===== src/rtl/mar_burst_pkg.sv =====
// Shared types and helpers for the BitCruncher memory address register burst unit.
// Imported by the interface, the beat counter and the top.
package mar_burst_pkg;

    typedef enum logic {
        IDLE  = 1'b0,
        BURST = 1'b1
    } mar_state_e;

    typedef enum logic [1:0] {
        SRC_HOLD = 2'd0,
        SRC_MBR  = 2'd1,
        SRC_IDX  = 2'd2,
        SRC_PC   = 2'd3
    } load_src_e;

    // Beat-count width; never below 1 so a single-beat configuration still has a counter bit.
    function automatic int blw_of(input int max_burst);
        return (max_burst <= 2) ? 1 : $clog2(max_burst);
    endfunction

endpackage


===== src/rtl/mar_burst_unit_if.sv =====
// Control-unit strobes and memory-port handshake of the burst unit, plus a state debug tap.
// Handshake: a beat is transferred on a rising edge where mem_req and mem_ack are both high; mem_req never drops while a beat is pending.
interface mar_burst_unit_if #(
    parameter int AW  = 8,
    parameter int DW  = 16,
    parameter int BLW = 2
);
    import mar_burst_pkg::*;

    logic           ld_mbr;
    logic           ld_idx;
    logic           ld_pc;
    logic [DW-1:0]  mbr_in;
    logic [AW-1:0]  pc_in;
    logic [AW-1:0]  idx_base_in;
    logic           burst_start;
    logic [BLW-1:0] burst_len;
    logic           burst_abort;
    logic           mem_ack;
    logic           clr_wrap;
    logic [AW-1:0]  mar_out;
    logic           mem_req;
    logic           busy;
    logic           burst_done;
    logic           wrap_flag;
    mar_state_e     state_dbg;

    modport slave (
        input  ld_mbr, ld_idx, ld_pc, mbr_in, pc_in, idx_base_in,
        input  burst_start, burst_len, burst_abort, mem_ack, clr_wrap,
        output mar_out, mem_req, busy, burst_done, wrap_flag, state_dbg
    );

    modport master (
        output ld_mbr, ld_idx, ld_pc, mbr_in, pc_in, idx_base_in,
        output burst_start, burst_len, burst_abort, mem_ack, clr_wrap,
        input  mar_out, mem_req, busy, burst_done, wrap_flag, state_dbg
    );

endinterface


===== src/rtl/mar_beat_counter.sv =====
// Remaining-beat counter: loads beats-minus-one at burst start, decrements per accepted beat.
// zero marks the final beat of the burst.
module mar_beat_counter #(
    parameter int BLW = 2
) (
    input  logic           clk,
    input  logic           rst,
    input  logic           load,
    input  logic [BLW-1:0] load_val,
    input  logic           dec,
    output logic           zero
);
    logic [BLW-1:0] cnt_q;

    always_ff @(posedge clk) begin
        if (rst) begin
            cnt_q <= '0;
        end else if (load) begin
            cnt_q <= load_val;
        end else if (dec && (cnt_q != '0)) begin
            cnt_q <= cnt_q - BLW'(1);
        end
    end

    assign zero = (cnt_q == '0);

endmodule


===== src/rtl/mar_burst_unit.sv =====
// Memory address register with MBR/indexed/PC loads and auto-incrementing req/ack bursts.
// All outputs come straight from registers; no input reaches an output combinationally.
module mar_burst_unit
    import mar_burst_pkg::*;
#(
    parameter int AW        = 8,
    parameter int DW        = 16,
    parameter int MAX_BURST = 4
) (
    input  logic             clk,
    input  logic             rst,
    mar_burst_unit_if.slave  bus
);
    localparam int BLW = blw_of(MAX_BURST);

    mar_state_e     state_q, state_d;
    load_src_e      src;
    logic [AW-1:0]  mar_q, mar_d, load_addr;
    logic [AW:0]    idx_sum;
    logic [BLW-1:0] len_clamped;
    logic           wrap_q, set_wrap;
    logic           done_q, done_d;
    logic           cnt_load, cnt_dec, cnt_zero;
    logic           unused_mbr_hi;

    assign unused_mbr_hi = ^bus.mbr_in[DW-1:AW];

    always_comb begin
        src = SRC_HOLD;
        if (bus.ld_mbr) begin
            src = SRC_MBR;
        end else if (bus.ld_idx) begin
            src = SRC_IDX;
        end else if (bus.ld_pc) begin
            src = SRC_PC;
        end
    end

    // One extra bit so the carry out of the indexed add can flag a wrap.
    assign idx_sum = {1'b0, bus.idx_base_in} + {1'b0, bus.mbr_in[AW-1:0]};

    always_comb begin
        load_addr = mar_q;
        unique case (src)
            SRC_MBR:  load_addr = bus.mbr_in[AW-1:0];
            SRC_IDX:  load_addr = idx_sum[AW-1:0];
            SRC_PC:   load_addr = bus.pc_in;
            default:  load_addr = mar_q;
        endcase
    end

    always_comb begin
        len_clamped = bus.burst_len;
        if ({{(32-BLW){1'b0}}, bus.burst_len} >= 32'(MAX_BURST)) begin
            len_clamped = BLW'(MAX_BURST - 1);
        end
    end

    always_comb begin
        state_d  = state_q;
        mar_d    = mar_q;
        set_wrap = 1'b0;
        cnt_load = 1'b0;
        cnt_dec  = 1'b0;
        done_d   = 1'b0;
        case (state_q)
            IDLE: begin
                mar_d    = load_addr;
                set_wrap = (src == SRC_IDX) && idx_sum[AW];
                if (bus.burst_start) begin
                    state_d  = BURST;
                    cnt_load = 1'b1;
                end
            end
            BURST: begin
                // Abort outranks ack, so the acked beat does not advance the address.
                if (bus.burst_abort) begin
                    state_d = IDLE;
                    done_d  = 1'b1;
                end else if (bus.mem_ack) begin
                    if (cnt_zero) begin
                        state_d = IDLE;
                        done_d  = 1'b1;
                    end else begin
                        mar_d    = mar_q + AW'(1);
                        cnt_dec  = 1'b1;
                        set_wrap = &mar_q;
                    end
                end
            end
            default: state_d = IDLE;
        endcase
    end

    always_ff @(posedge clk) begin
        if (rst) begin
            state_q <= IDLE;
            mar_q   <= '0;
            wrap_q  <= 1'b0;
            done_q  <= 1'b0;
        end else begin
            state_q <= state_d;
            mar_q   <= mar_d;
            done_q  <= done_d;
            if (set_wrap) begin
                wrap_q <= 1'b1;
            end else if (bus.clr_wrap) begin
                wrap_q <= 1'b0;
            end
        end
    end

    mar_beat_counter #(
        .BLW (BLW)
    ) u_beat_counter (
        .clk      (clk),
        .rst      (rst),
        .load     (cnt_load),
        .load_val (len_clamped),
        .dec      (cnt_dec),
        .zero     (cnt_zero)
    );

    assign bus.mar_out    = mar_q;
    assign bus.mem_req    = (state_q == BURST);
    assign bus.busy       = (state_q == BURST);
    assign bus.burst_done = done_q;
    assign bus.wrap_flag  = wrap_q;
    assign bus.state_dbg  = state_q;

endmodule


===== src/flat_wrapper.sv =====
// flat-port wrapper written by rule: the top's interface ports become plain ports
module mar_burst_unit_flat import mar_burst_pkg::*;
#(
    parameter int AW        = 8,
    parameter int DW        = 16,
    parameter int MAX_BURST = 4
)
  (clk, rst, bus_ld_mbr, bus_ld_idx, bus_ld_pc, bus_mbr_in, bus_pc_in, bus_idx_base_in, bus_burst_start, bus_burst_len, bus_burst_abort, bus_mem_ack, bus_clr_wrap, bus_mar_out, bus_mem_req, bus_busy, bus_burst_done, bus_wrap_flag, bus_state_dbg);
  mar_burst_unit_if #(.AW(AW), .DW(DW), .BLW(2)) bus_i ();
  input  logic clk;
  input  logic rst;
  input wire logic [$bits(bus_i.ld_mbr)-1:0] bus_ld_mbr;
  input wire logic [$bits(bus_i.ld_idx)-1:0] bus_ld_idx;
  input wire logic [$bits(bus_i.ld_pc)-1:0] bus_ld_pc;
  input wire logic [$bits(bus_i.mbr_in)-1:0] bus_mbr_in;
  input wire logic [$bits(bus_i.pc_in)-1:0] bus_pc_in;
  input wire logic [$bits(bus_i.idx_base_in)-1:0] bus_idx_base_in;
  input wire logic [$bits(bus_i.burst_start)-1:0] bus_burst_start;
  input wire logic [$bits(bus_i.burst_len)-1:0] bus_burst_len;
  input wire logic [$bits(bus_i.burst_abort)-1:0] bus_burst_abort;
  input wire logic [$bits(bus_i.mem_ack)-1:0] bus_mem_ack;
  input wire logic [$bits(bus_i.clr_wrap)-1:0] bus_clr_wrap;
  output wire logic [$bits(bus_i.mar_out)-1:0] bus_mar_out;
  output wire logic [$bits(bus_i.mem_req)-1:0] bus_mem_req;
  output wire logic [$bits(bus_i.busy)-1:0] bus_busy;
  output wire logic [$bits(bus_i.burst_done)-1:0] bus_burst_done;
  output wire logic [$bits(bus_i.wrap_flag)-1:0] bus_wrap_flag;
  output wire logic [$bits(bus_i.state_dbg)-1:0] bus_state_dbg;
  assign bus_i.ld_mbr = bus_ld_mbr;
  assign bus_i.ld_idx = bus_ld_idx;
  assign bus_i.ld_pc = bus_ld_pc;
  assign bus_i.mbr_in = bus_mbr_in;
  assign bus_i.pc_in = bus_pc_in;
  assign bus_i.idx_base_in = bus_idx_base_in;
  assign bus_i.burst_start = bus_burst_start;
  assign bus_i.burst_len = bus_burst_len;
  assign bus_i.burst_abort = bus_burst_abort;
  assign bus_i.mem_ack = bus_mem_ack;
  assign bus_i.clr_wrap = bus_clr_wrap;
  assign bus_mar_out = bus_i.mar_out;
  assign bus_mem_req = bus_i.mem_req;
  assign bus_busy = bus_i.busy;
  assign bus_burst_done = bus_i.burst_done;
  assign bus_wrap_flag = bus_i.wrap_flag;
  assign bus_state_dbg = bus_i.state_dbg;
  mar_burst_unit #(.AW(AW), .DW(DW), .MAX_BURST(MAX_BURST)) u_core (.clk(clk), .rst(rst), .bus(bus_i));
endmodule

===== config.mk =====
export PLATFORM = sky130hd
export DESIGN_NAME = mar_burst_unit_flat
export DESIGN_NICKNAME = d
export VERILOG_FILES = /design/src/rtl/mar_burst_pkg.sv /design/src/rtl/mar_burst_unit_if.sv /design/src/rtl/mar_beat_counter.sv /design/src/rtl/mar_burst_unit.sv /design/src/flat_wrapper.sv
export SDC_FILE = /design/constraint.sdc
export NUM_CORES = 1
export LEC_CHECK = 0
export CAP_MARGIN = 15
export CORE_UTILIZATION = 38
export DETAILED_ROUTE_END_ITERATION = 7
export HOLD_SLACK_MARGIN = 0.1
export MAX_ROUTING_LAYER = met4
export PLACE_DENSITY_LB_ADDON = 0.08
export SLEW_MARGIN = 20
export SYNTH_ARGS = -nofsm -noshare
export SYNTH_HDL_FRONTEND = slang
export SYNTH_SLANG_ARGS = --single-unit

===== constraint.sdc =====
create_clock -name clk -period 2.1 [get_ports clk]
set_clock_uncertainty 0.05 [all_clocks]
set_input_delay 0.42 -clock clk [delete_from_list [all_inputs] [get_ports clk]]
set_output_delay 0.42 -clock clk [all_outputs]
set_load 0.05 [all_outputs]

# Word-level counts from Yosys, hierarchy flattened
# Cells that the tools add are included.
op_classes:
  n_eq_ne: 7
  shift: 0
  magnitude_cmp: 0
  n_div: 0
  mux: 28
  bitwise_logic: 1
  reduce_logical: 9
  n_addsub: 3
  mul: 0
ops:
  columns: ["operator", "count"]
  rows:
  - ["$mux 8", 3]
  - ["$pmux 8 s3", 1]
  - ["$mux 1", 16]
  - ["$pmux 8 s2", 1]
  - ["$mux 2", 5]
  - ["$add 8x8->9", 1]
  - ["$add 8x1->8 const B", 1]
  - ["$reduce_and 8->1", 1]
  - ["$ne 2x2->1 const B", 3]
  - ["$reduce_bool 2->1", 3]
  - ["$eq 2x2->1 const B", 2]
  - ["$ne 4x3->1 const B", 1]
  - ["$pmux 1 s2", 2]
  - ["$reduce_and 4->1", 1]
  - ["$eq 2x1->1 const B", 1]
  - ["$logic_and 1x1->1", 2]
  - ["$logic_not 2->1", 1]
  - ["$reduce_or 2->1", 1]
  - ["$sub 2x1->2 const B", 1]
  - ["$not 1->1", 1]
word_totals:
  mem_bits_ro: 0
  output_inout_bits: 13
  ramBits: 0
  latchBits: 0
  in_bits: 43
  memories: 0
  ff_bits: 13

# Longest topological paths before layout
# Gate-level depths: netlist of run 1.
logic_depth:
  word_depth: 8
  ltp_mapped: 9
  mapped_depth_nobuf: 9

# Hierarchy
# Synthesis of run 1 repeated with hierarchy kept, for this count alone.
unflattened:
  cells_unflattened: 163
  area_unflattened_um2: 1315.0
modules_own_cells:
  columns: ["module", "cells_each", "area_each_um2", "seq_area_each_um2", "instances"]
  rows:
  - ["mar_burst_unit", 149, 1188.6, 220.2, 1]
  - ["mar_beat_counter", 14, 126.4, 40.0, 1]

# Least setup slack after synthesis of run 1
# Ideal clock, no wire load.
synth_path:
  kind: "in2reg"
  start: "input bus_idx_base_in[0]"
  end: "register u_core.mar_q[4], in the netlist u_core.bus.mar_out[4]"
  n_path_buf: 0
  arrival_ns: 1.855
  stages: 7
  path_slack_ns: 0.080
  cell_sequence: "ha_1 -> fa_1 -> a21o_1 -> a21oi_1 -> xnor2_1 -> a211oi_1 -> a2111oi_0"
synth_between:
  elab_chain_cells: 3
synth_lines:
  columns: ["item", "line", "rtl"]
  rows:
  - ["start: declaration", "flat_wrapper.sv:17", "input wire logic [$bits(bus_i.idx_base_in)-1:0] bus_idx_base_in;"]
  - ["$add 8x8->9", "mar_burst_unit.sv:40", "assign idx_sum = {1'b0, bus.idx_base_in} + {1'b0, bus.mbr_in[AW-1:0]};"]
  - ["$pmux 8 s3", "mar_burst_unit.sv:44", "unique case (src)"]
  - ["$pmux 8 s2", "mar_burst_unit.sv:66", "case (state_q)"]
  - ["end signal: assignment", "mar_burst_unit.sv:103", "mar_q <= mar_d;"]
  - ["end: declaration", "mar_burst_unit.sv:18", "logic [AW-1:0] mar_q, mar_d, load_addr;"]
# No other way between the ends.
# A chain may end at the register's enable or synchronous reset.

# Final worst setup path of run 1
layout_path:
  start: "register u_core.mar_q[5], in the netlist u_core.bus.mar_out[5]"
  end: "output bus_mar_out[5]"
layout_rtl:
  columns: ["item", "line", "rtl"]
  rows:
  - ["end: declaration", "flat_wrapper.sv:23", "output wire logic [$bits(bus_i.mar_out)-1:0] bus_mar_out;"]
# No word-level cell between the ends.

==> impl_summary.log, run 1 <==
[metrics] run status: finished, final reports clean
[metrics] most used standard cell by instance count after synthesis: a21oi_1
[metrics] maximum count of clock buffers along a single path: 2
[metrics] Final min period: 2.00 ns
[metrics] library cell used as clock root buffer: clkbuf_4
[metrics] I/O Buffers: 47
[metrics] Non-Filler Cell Area, Final: 2120 um2
[metrics] TritonCTS clock tree: yes
[metrics] proportion of register bits with asynchronous set or reset after synthesis: 0%
[metrics] DRT Wirelength: 3890 um
[metrics] average detailed-routed wire length per instance: 13.9 um
[metrics] worst reg-to-reg path cell count: 7
[metrics] flop and latch count out of synthesis: 13
[metrics] number of clock sinks: 13
[metrics] syn_area_per_cell: 7.85 um2
[metrics] Final Hold Viols: 0
[metrics] total design power: 0.995 mW
[metrics] share of the clock period used by the worst path after layout: 95.3%
[metrics] number of diodes added for antenna fixing: 0
[metrics] Initial DRT Pass Iterations: 4
[metrics] utilization after layout: 67.1%
[metrics] Worst Path Buf+Inv: 1
[metrics] worst slew pin tran: 0.504 ns
[metrics] area of the core: 3150 um2
[metrics] biggest area contributors in the synthesized netlist: dfxtp_1 (20%), ha_1 (12%), a21oi_1 (7.3%)
[metrics] r2r startpoint: u_core.u_beat_counter.cnt_q[0]$_SDFFE_PP0P_
[metrics] biggest area consumer among synthesized cells: dfxtp_1
[metrics] final weighted congestion in routability-driven placement: 0.903
[metrics] Initial Utilization: 41.3%
[metrics] WP depth: 1
[metrics] detailed-route via count: 1473
[metrics] pin count of the biggest net entering global routing: 28
[metrics] largest delay contributor family on the critical path: buffers and inverters
[metrics] synthesized instance count: 166
[metrics] Post-synth EDFFs: 0
[metrics] required time worst endpoint: 1.63 ns
[metrics] total clock buffers created by CTS: 3
[metrics] DR vias/cell: 5.26
[metrics] number of placed instances, taps included: 276
[metrics] largest vdd supply drop: 0.409 mV
[metrics] largest fanout on the critical path: 6
[metrics] synthesis-to-finish area growth: 62.4%
[metrics] wire length of the first global-routing pass: 5780 um
[metrics] chain of cells forming the critical path: clkdlybuf4s50_1
[metrics] Iteration-0 DRC Markers: 36
[metrics] Placement Cell Area: 1980 um2
[metrics] Final Instance Count excl. Fillers: 280
[metrics] clock-pin slew on the worst setup and hold paths: 0.08 ns
[metrics] H-tree Lvls: 1
[metrics] I/O pin count: 56
[metrics] Achievable Freq: 500 MHz
[metrics] detailed-placement wirelength estimate: 2940 um
[metrics] count of different cell masters after synthesis: 47
[metrics] number of hold buffers added after cts: 0
[metrics] total setup violations reported at the end of the flow: 0
[metrics] unrepaired setup endpoints after global routing: no
[metrics] slowest library cell on the worst path: clkdlybuf4s50_1
[metrics] power density cells: 470 nW/um2
[metrics] maximum single-stage delay on the critical path: 0.84 ns
[metrics] post-synthesis sequential area ratio: 20.0%
[metrics] capturing element of the worst setup path: bus_mar_out[5]
[metrics] clock latency on the worst-skew pair: 0.28 ns
[metrics] Primary FF master, synth: dfxtp_1
[metrics] startpoint class of the critical path: flop
[metrics] number of placement rows: 20
[metrics] worst hold slack: 0.443 ns
[metrics] total grt overflow: 0
[metrics] total routing resource utilization after global routing: 21.9%
[metrics] post-detailed-route DRC marker count: 0
[metrics] Final Slew Violations: 0
[metrics] Setup CP Type: flop to primary output
[metrics] arrival time worst endpoint: 1.53 ns
[metrics] Fin Setup TNS: 0 ns
[metrics] Post-Synthesis Net Count: 222
[metrics] Die W: 60.5 um
[metrics] capturing point of the worst reg2reg path: u_core.bus.mar_out[7]$_SDFFE_PP0P_
[metrics] proportion of netlist area held by the largest area contributor: 20.0%
[metrics] via count of the first global-routing pass: 1308
[metrics] Die Y: 60.5 um
[metrics] Max Cap Viol: 0
[metrics] Synth top cells by count: a21oi_1 (19), dfxtp_1 (13), nand2_1 (13), ha_1 (12), nor2_1 (11)
[metrics] post-synthesis cell area: 1300 um2
[metrics] antenna violations before repair: 0
[metrics] static leakage power: 0.920 nW
[metrics] Die ar.: 3670 um2
[metrics] setup slack after layout: 0.0989 ns
[metrics] Setup crit start: u_core.bus.mar_out[5]$_SDFFE_PP0P_
[metrics] register-to-register path setup slack: 0.26 ns
[metrics] post-layout net count: 293
[metrics] Post-DRT Antenna Nets: 0
[metrics] YS warnings: 0
[metrics] type of the tightest min-delay check: flop to flop
[metrics] Placement Setup Slack: -0.488 ns
[metrics] endpoint class of the critical path: primary output
[metrics] number of setup buffers added after CTS: 0
[metrics] fraction of final layout cells sized beyond drive strength 1: 23.7%
[metrics] Max transition margin: 66.3%
==> kinds of logic (layout without fill, tap and decap cells) <==
| logic type | count (synthesis) | count (layout) | synth area share [%] |
|---|---|---|---|
| AO/OA/AOI/OAI | 56 | 56 | 28.1 |
| XOR/XNOR | 3 | 3 | 2.02 |
| adder cells (fa/ha/maj) | 13 | 13 | 13.1 |
| buffers and inverters | 19 | 89 | 9.32 |
| flip-flops | 13 | 13 | 20.0 |
| multiplexers | 5 | 5 | 4.03 |
| AND/OR/NAND/NOR | 57 | 57 | 23.4 |
==> worst min path at each step <==
stage | end | from | cells after the start
after floorplan | u_core.u_beat_counter.cnt_q[1]$_SDFFE_PP0P_ | u_core.u_beat_counter.cnt_q[1]$_SDFFE_PP0P_ | 2
after global placement | u_core.u_beat_counter.cnt_q[1]$_SDFFE_PP0P_ | u_core.u_beat_counter.cnt_q[1]$_SDFFE_PP0P_ | 2
after detailed placement | u_core.u_beat_counter.cnt_q[1]$_SDFFE_PP0P_ | u_core.u_beat_counter.cnt_q[1]$_SDFFE_PP0P_ | 2
after CTS | u_core.u_beat_counter.cnt_q[1]$_SDFFE_PP0P_ | u_core.u_beat_counter.cnt_q[1]$_SDFFE_PP0P_ | 2
after global routing | u_core.u_beat_counter.cnt_q[1]$_SDFFE_PP0P_ | u_core.u_beat_counter.cnt_q[1]$_SDFFE_PP0P_ | 2
final | u_core.u_beat_counter.cnt_q[1]$_SDFFE_PP0P_ | u_core.u_beat_counter.cnt_q[1]$_SDFFE_PP0P_ | 2
==> worst register-to-register path, delay by kind of cell, from the launching register on <==
kind	cells	cell delay (ns)
fa+ha+maj	1	0.21
compound gates	3	0.33
flops	1	0.35
buf+inv	1	0.05
simple gates	2	0.74
==> cell type report <==
| class | instances | area (um2) |
|---|---|---|
| multi-input combinational | 134 | 1010 |
| timing repair buffer | 75 | 729 |
| clock buffer | 4 | 26.3 |
| sequential | 13 | 260 |
| tap | 44 | 55.1 |
| inverter | 10 | 37.5 |
| fill | 286 | 1040 |
==> where the power goes <==
group          total (mW)  internal (mW)  switching (mW)
clock               0.155         0.0737          0.0817
sequential          0.297          0.271          0.0260
combinational       0.542          0.268           0.275
total               0.995          0.612           0.382
==> flip-flops by register name (all words and copies together), names as in the netlist <==
name / flops
u_core.bus.burst_done: 1
u_core.bus.busy: 1
u_core.bus.mar_out: 8
u_core.bus.wrap_flag: 1
u_core.u_beat_counter.cnt_q: 2
==> layer usage <==
metal	up-vias	routed length, um	global-route usage (%)
li1	745	-	-
met1	685	1730	27.6
met2	41	1980	36.4
met3	2	168	4.90
met4	0	7	3.25
met5	-	0	-
==> layout by cell type, fill, tap and decap left out, drive strengths merged, types with 9 or more instances in the layout <==
cell           instances
ha                    12
clkdlybuf4s50         33
nor2                  11
buf                   32
o21ai                 11
dfxtp                 13
nand2                 13
a21oi                 21
dlymetal6s2s           9
inv                   10
==> repair_timing <==
action                     CTS  global route
resized for setup           13            14
setup endpoints to repair    7             9
pin swaps                    3            10
Note: power is estimated with default switching activity, not from simulation.
==> run 2: changes to the inputs <==
- GPL_TIMING_DRIVEN: not set -> 0
==> run 2 against run 1 <==
Clock power is 6% higher. Global-route usage is 0.97 points higher. Routed wire length is 2.4% higher. Hold slack worse by 0.0093 ns. Sequential power hardly changed. Via count is 2.9% higher. First-iteration DRC count is 110% higher. Critical path depth is 8 higher. Register-to-register slack better by 0.04 ns. Cell count is 3.9% lower. Sequential share of layout area is 0.40 points higher. Critical path type is now primary input to flop. Critical endpoint is now u_core.bus.mar_out[4]$_SDFFE_PP0P_.
==> impl_summary.log, run 2 (synthesized netlist as in run 1, its figures left out) <==
[metrics] area of the core: 3150 um2 (unchanged)
[metrics] Die Y: 60.5 um (unchanged)
[metrics] Iteration-0 DRC Markers: 74 (+110%)
[metrics] DRT Wirelength: 3980 um (+2.4%)
[metrics] M1 wire length: 1760 um (+1.8%)
[metrics] pin count of the biggest net entering global routing: 11 (-61%)
[metrics] Initial DRT Pass Iterations: 5 (+1)
[metrics] Max Cap Viol: 0 (unchanged)
[metrics] Final min period: 2.06 ns (+0.0562 ns)
[metrics] footprint of the multi-input gates: 1030 um2 (+2.4%)
[metrics] library cell used as clock root buffer: clkbuf_4
[metrics] Setup CP Type: primary input to flop
[metrics] clock latency on the worst-skew pair: 0.28 ns (about the same)
[metrics] post-detailed-route DRC marker count: 0 (unchanged)
[metrics] post-layout net count: 282 (-3.8%)
[metrics] Achievable Freq: 486 MHz (-2.7%)
[metrics] worst slew pin tran: 0.503 ns (-0.00140 ns)
[metrics] TritonCTS clock tree: yes
[metrics] fraction of final layout cells sized beyond drive strength 1: 19.6% (-4.2 points)
[metrics] Die ar.: 3670 um2 (unchanged)
[metrics] wire length of the first global-routing pass: 6040 um (+4.7%)
[metrics] total routing resource utilization after global routing: 22.8% (+0.97 points)
[metrics] routed wire length on met3: 243 um (+45%)
[metrics] wire length on met2: 1950 um (-1.8%)
[metrics] most common cell after layout, fill and taps aside: clkdlybuf4s50_1
[metrics] r2r startpoint: u_core.u_beat_counter.cnt_q[0]$_SDFFE_PP0P_
[metrics] antenna violations before repair: 0 (unchanged)
[metrics] startpoint class of the critical path: primary input
[metrics] I/O Buffers: 47 (unchanged)
[metrics] total clock buffers created by CTS: 3 (unchanged)
[metrics] worst hold path depth: 2 (unchanged)
[metrics] number of diodes added for antenna fixing: 0 (unchanged)
[metrics] I/O pin count: 56 (unchanged)
[metrics] number of flip-flops in the largest register: 8 (unchanged)
[metrics] clock-pin slew on the worst setup and hold paths: 0.08 ns (about the same)
[metrics] commonest non-fill, non-tap cells in the layout: clkdlybuf4s50_1 (37), a21oi_1 (18), nand2_1 (13), dfxtp_1 (13), buf_4 (11)
[metrics] average detailed-routed wire length per instance: 14.8 um (+6.6%)
[metrics] total design power: 0.990 mW (-0.53%)
[metrics] share of the clock period used by the worst path after layout: 98.0% (+2.7 points)
[metrics] power density cells: 483 nW/um2 (+2.7%)
[metrics] Final Slew Violations: 0 (unchanged)
[metrics] Placement Setup Slack: -0.499 ns (-0.0111 ns)
[metrics] via count of the first global-routing pass: 1392 (+6.4%)
[metrics] DR vias/cell: 5.64 (+7.1%)
[metrics] Final Hold Viols: 0 (unchanged)
[metrics] Post-DRT Antenna Nets: 0 (unchanged)
[metrics] endpoint of the worst hold-timing path: u_core.u_beat_counter.cnt_q[1]$_SDFFE_PP0P_
[metrics] required time worst endpoint: 2.22 ns (+0.59 ns)
[metrics] startpoint of the worst hold path: u_core.u_beat_counter.cnt_q[1]$_SDFFE_PP0P_
[metrics] detailed-route via count: 1516 (+2.9%)
[metrics] synthesis-to-finish area growth: 57.3%
[metrics] type of the tightest min-delay check: flop to flop
[metrics] Die W: 60.5 um (unchanged)
[metrics] run status: finished, final reports clean
[metrics] register cell area after layout: 260 um2 (unchanged)
[metrics] capturing point of the worst reg2reg path: u_core.bus.mar_out[7]$_SDFFE_PP0P_
[metrics] Initial Utilization: 41.3% (unchanged)
[metrics] final weighted congestion in routability-driven placement: 0.820 (-9.2%)
[metrics] largest vdd supply drop: 0.300 mV (-27%)
[metrics] DR top layer: met4
[metrics] arrival time worst endpoint: 2.18 ns (+0.65 ns)
[metrics] total setup violations reported at the end of the flow: 0 (unchanged)
[metrics] total grt overflow: 0 (unchanged)
[metrics] static leakage power: 0.878 nW (-4.6%)
[metrics] detailed-placement wirelength estimate: 2960 um (+0.55%)
[metrics] largest fanout on the critical path: 6 (unchanged)
[metrics] Max transition margin: 66.4% (+0.094 points)
[metrics] number of placement rows: 20 (unchanged)
[metrics] number of fill cells: 300 (+4.9%)
[metrics] number of clock sinks: 13 (unchanged)
[metrics] maximum count of clock buffers along a single path: 2 (unchanged)
[metrics] H-tree Lvls: 1 (unchanged)
[metrics] endpoint class of the critical path: flop
[metrics] number of hold buffers added after cts: 0 (unchanged)
[metrics] setup slack after layout: 0.0427 ns (-0.0562 ns)
[metrics] register-to-register path setup slack: 0.30 ns (+0.04 ns)
[metrics] worst reg-to-reg path cell count: 8 (+1)
[run 2: changes by cell type in the layout (fill, tap and decap cells not counted), sizes merged]
cell | previous run | this run
clkdlybuf4s50 | 33 | 37
dlygate4sd2 | 1 | 0
dlymetal6s2s | 9 | 10
buf | 32 | 17
[run 2: worst max path at each step]
stage                       startpoint                                  to  slack [ns]  cells after the start
floorplan           bus_idx_base_in[0]  u_core.bus.mar_out[4]$_SDFFE_PP0P_        0.08                      7
global placement         bus_mbr_in[0]  u_core.bus.mar_out[4]$_SDFFE_PP0P_       -0.48                      8
detailed placement       bus_mbr_in[0]  u_core.bus.mar_out[4]$_SDFFE_PP0P_       -0.50                      8
CTS                      bus_mbr_in[0]  u_core.bus.mar_out[4]$_SDFFE_PP0P_       0.002                      8
global route        bus_idx_base_in[1]  u_core.bus.mar_out[4]$_SDFFE_PP0P_      -0.003                      7
finish                       bus_ld_pc  u_core.bus.mar_out[4]$_SDFFE_PP0P_        0.04                      9
[run 2: layer usage]
metal | global-route usage (%) | up-vias
met5 | - | -
met3 | 4.90 | 4
met2 | 37.8 | 60
met4 | 3.90 | 0
met1 | 28.9 | 723
li1 | - | 729
[run 2: area by class of cell]
cell class	instances	area share, %
Buffer	9	4.09
Clock buffer	4	1.28
Inverter	10	1.83
Multi-Input combinational cell	134	50.3
Sequential cell	13	12.7
Tap cell	44	2.69
Timing Repair Buffer	55	27.1
[run 2: stage by stage]
stage	instance area (um2)	setup TNS, ns	util [%]	hold WS [ns]	std cells
final	2050	0	65.0	0.434	269
after detailed placement	1830	-3.18	58.0	0.422	257
after global placement	1830	-2.97	58.0	0.402	257
after CTS	1940	0	61.5	0.435	265
after global routing	2050	-0.00276	65.0	0.452	269
after floorplan	1300	0	-	0.391	166
[run 2: worst max-delay path: stages]
cell and delay (ns):
clkdlybuf4s50_1 0.49, nor2_1 0.07, nor2_2 0.19, buf_4 0.15, ha_4 0.17, o21ai_0 0.10
mux2_2 0.27, a211oi_2 0.24, a2111oi_2 0.08
[run 2: report_power, final]
group	switching, mW	internal (mW)
clock network	0.0911	0.0739
registers	0.0291	0.271
logic	0.272	0.252
total	0.392	0.597
[run 2: what timing repair did]
| item | in CTS | in global routing |
|---|---|---|
| gates resized for setup | 12 | 19 |
| endpoints found under the setup margin | 7 | 11 |
| buffers inserted | 4 | 4 |
| pin swaps | 5 | 15 |
==> run 3: changes to the inputs <==
- CORE_UTILIZATION: 38 -> 29
- SLEW_MARGIN: 20 -> 40
==> run 3 against run 2 <==
Sequential cell count unchanged. Hold slack got worse by 0.016 ns. Critical path depth decreased by 3. Via count decreased by 4.0%. Sequential power about the same. Non-clock buffer count unchanged. Routed wire length increased by 0.30%. Power increased by 7.4%. Critical endpoint is now u_core.bus.mar_out[5]$_SDFFE_PP0P_.
==> impl_summary.log, run 3 (synthesized netlist as in run 1, its figures left out) <==
[metrics] Max Cap Viol: 0 (unchanged)
[metrics] Max transition margin: 65.7% (-0.69 points)
[metrics] largest vdd supply drop: 0.178 mV (-41%)
[metrics] number of placement rows: 24 (+20%)
[metrics] detailed-placement wirelength estimate: 3000 um (+1.5%)
[metrics] maximum count of clock buffers along a single path: 2 (unchanged)
[metrics] number of hold buffers added after cts: 0 (unchanged)
[metrics] DR vias/cell: 5.25 (-6.8%)
[metrics] worst slew pin tran: 0.513 ns (+0.0103 ns)
[metrics] clock latency on the worst-skew pair: 0.24 ns (-0.04 ns)
[metrics] synthesis-to-finish area growth: 63.4%
[metrics] share of the clock period used by the worst path after layout: 96.9% (-1.1 points)
[metrics] via count of the first global-routing pass: 1380 (-0.86%)
[metrics] Die W: 69.0 um (+14%)
[metrics] pin count of the biggest net entering global routing: 11 (unchanged)
[metrics] Die ar.: 4760 um2 (+30%)
[metrics] number of clock sinks: 13 (unchanged)
[metrics] detailed-route via count: 1455 (-4.0%)
[metrics] maximum single-stage delay on the critical path: 0.53 ns (+0.04 ns)
[metrics] total design power: 1.06 mW (+7.4%)
[metrics] portion of total power attributed to combinational logic: 50.7% (-2.3 points)
[metrics] DR top layer: met4
[metrics] total grt overflow: 0 (unchanged)
[metrics] M1 wire length: 1750 um (-0.57%)
[metrics] r2r startpoint: u_core.u_beat_counter.cnt_q[0]$_SDFFE_PP0P_
[metrics] I/O pin count: 56 (unchanged)
[metrics] required time worst endpoint: 2.22 ns (about the same)
[metrics] I/O Buffers: 47 (unchanged)
[metrics] capturing point of the worst reg2reg path: u_core.bus.mar_out[7]$_SDFFE_PP0P_
[metrics] number of fill cells: 415 (+38%)
[metrics] total setup violations reported at the end of the flow: 0 (unchanged)
[metrics] worst reg-to-reg path cell count: 8 (unchanged)
[metrics] Int Pwr: 0.668 mW (+12%)
[metrics] run status: finished, final reports clean
[metrics] Initial Utilization: 30.1% (-11 points)
[metrics] register-to-register path setup slack: 0.22 ns (-0.08 ns)
[metrics] number of diodes added for antenna fixing: 0 (unchanged)
[metrics] Fin Setup TNS: 0 ns (unchanged)
[metrics] power density cells: 499 nW/um2 (+3.4%)
[metrics] arrival time worst endpoint: 2.16 ns (-0.02 ns)
[metrics] Sequential Power Share: 28.4% (-1.9 points)
[metrics] Iteration-0 DRC Markers: 68 (-8.1%)
[metrics] worst hold path depth: 2 (unchanged)
[metrics] clock-pin slew on the worst setup and hold paths: 0.05 ns (-0.03 ns)
[metrics] Final min period: 2.03 ns (-0.0225 ns)
[metrics] H-tree Lvls: 1 (unchanged)
[metrics] wire length of the first global-routing pass: 6420 um (+6.3%)
[metrics] final weighted congestion in routability-driven placement: 0.759 (-7.4%)
[metrics] most common cell after layout, fill and taps aside: clkdlybuf4s50_1
[metrics] commonest non-fill, non-tap cells in the layout: clkdlybuf4s50_1 (35), a21oi_1 (18), nand2_1 (13), dfxtp_1 (13)
[metrics] unrepaired setup endpoints after global routing: no
[metrics] TritonCTS clock tree: yes
[metrics] average detailed-routed wire length per instance: 14.4 um (-2.6%)
[metrics] fraction of final layout cells sized beyond drive strength 1: 21.3% (+1.8 points)
[metrics] Clock Power Share: 20.9% (+4.2 points)
[metrics] wire length on met2: 2060 um (+5.6%)
[metrics] total routing resource utilization after global routing: 17.0% (-5.9 points)
[metrics] chain of cells forming the critical path: clkdlybuf4s50_1 > ha_4 > a21boi_1 > or4b_4 > a21o_1 > a21oi_1
[metrics] Setup CP Type: primary input to flop
[metrics] routed wire length on met3: 133 um (-45%)
[metrics] Final Slew Violations: 0 (unchanged)
[metrics] startpoint class of the critical path: primary input
[metrics] area of the core: 4320 um2 (+37%)
[metrics] slowest library cell on the worst path: clkdlybuf4s50_1
[metrics] number of flip-flops in the largest register: 8 (unchanged)
[metrics] startpoint of the worst hold path: u_core.u_beat_counter.cnt_q[1]$_SDFFE_PP0P_
[metrics] endpoint class of the critical path: flop
[metrics] largest fanout on the critical path: 5 (-1)
[metrics] Setup crit start: bus_mbr_in[3]
[metrics] switching power total: 0.395 mW (+0.76%)
[metrics] library cell used as clock root buffer: clkbuf_8
[metrics] post-layout net count: 282 (unchanged)
[metrics] type of the tightest min-delay check: flop to flop
[metrics] post-detailed-route DRC marker count: 0 (unchanged)
[metrics] Post-DRT Antenna Nets: 0 (unchanged)
[metrics] Initial DRT Pass Iterations: 4 (-1)
[metrics] antenna violations before repair: 0 (unchanged)
[metrics] Achievable Freq: 491 MHz (+1.1%)
[metrics] endpoint of the worst hold-timing path: u_core.u_beat_counter.cnt_q[1]$_SDFFE_PP0P_
[metrics] static leakage power: 0.872 nW (-0.68%)
[metrics] Final Hold Viols: 0 (unchanged)
[metrics] total clock buffers created by CTS: 3 (unchanged)
[metrics] DRT Wirelength: 3990 um (+0.30%)
[metrics] Die Y: 69.0 um (+14%)
[metrics] net switching fraction of the power: 37.2% (-2.5 points)
==> run 3: cell types whose count changed in the layout (fill, tap and decap cells not counted), moves of 2 or more <==
cell	previous run	this run
clkdlybuf4s50_1	37	35
clkbuf_4	3	0
dlygate4sd2_1	0	3
o21ai_0	10	8
clkbuf_8	0	3
o21ai_1	0	2
==> run 3: metal layers <==
layer | up-vias | global-route usage (%)
met2 | 37 | 29.7
li1 | 724 | -
met5 | - | -
met3 | 5 | 1.90
met1 | 689 | 20.1
met4 | 0 | 5.67
==> run 3: critical path, delay by kind of cell <==
family | cells | cell delay, ns
buf+inv | 1 | 0.53
simple gates | 1 | 0.52
compound gates | 3 | 0.44
fa+ha+maj | 1 | 0.24
==> run 3: through the flow <==
stage          setup WS (ns)  std cells  hold WS (ns)  utilization, %  instance area (um2)
2_1_floorplan         0.0801        166         0.391               -                 1300
3_3_place_gp          -0.569        265         0.401            42.5                 1840
3_5_place_dp          -0.640        265         0.413            42.5                 1840
4_1_cts              0.00537        276         0.423            46.8                 2020
5_1_grt              0.00716        277         0.447            49.2                 2130
6_report              0.0652        277         0.418            49.2                 2130
==> run 3: how the worst max path moves through the flow <==
stage | to | cells after the start
after CTS | u_core.bus.mar_out[4]$_SDFFE_PP0P_ | 9
after global placement | u_core.bus.mar_out[4]$_SDFFE_PP0P_ | 8
after floorplan | u_core.bus.mar_out[4]$_SDFFE_PP0P_ | 7
final | u_core.bus.mar_out[5]$_SDFFE_PP0P_ | 6
after detailed placement | u_core.bus.mar_out[4]$_SDFFE_PP0P_ | 8
after global routing | u_core.bus.wrap_flag$_SDFFE_PP0P_ | 9
==> run 3: area by class of cell <==
type                       count  area, um2  area share, %
buffer                         9       87.6           4.12
clock buffer                   4       45.0           2.12
inverter                      10       37.5           1.76
multi-input combinational    134       1070           50.1
sequential                    13        260           12.2
tap                           52       65.1           3.06
timing repair buffer          55        567           26.6
==> run 3: power groups by stage <==
| stage | Combinational [mW] | Sequential (mW) | Clock, mW |
|---|---|---|---|
| after CTS | 0.510 | 0.301 | 0.234 |
| final | 0.539 | 0.302 | 0.223 |
| after detailed placement | 0.456 | 0.307 | 0 |
| after global routing | 0.577 | 0.306 | 0.245 |
| after global placement | 0.452 | 0.305 | 0 |
| after floorplan | 0.220 | 0.374 | 0 |
==> run 3: timing repair <==
| action | in CTS | in global routing |
|---|---|---|
| gates resized for setup | 20 | 22 |
| setup buffers | 7 | 0 |
| setup endpoints to repair | 8 | 8 |
| pin swaps | 11 | 16 |
| endpoints found under the hold margin | 0 | 0 |
| gates cloned | 0 | 1 |
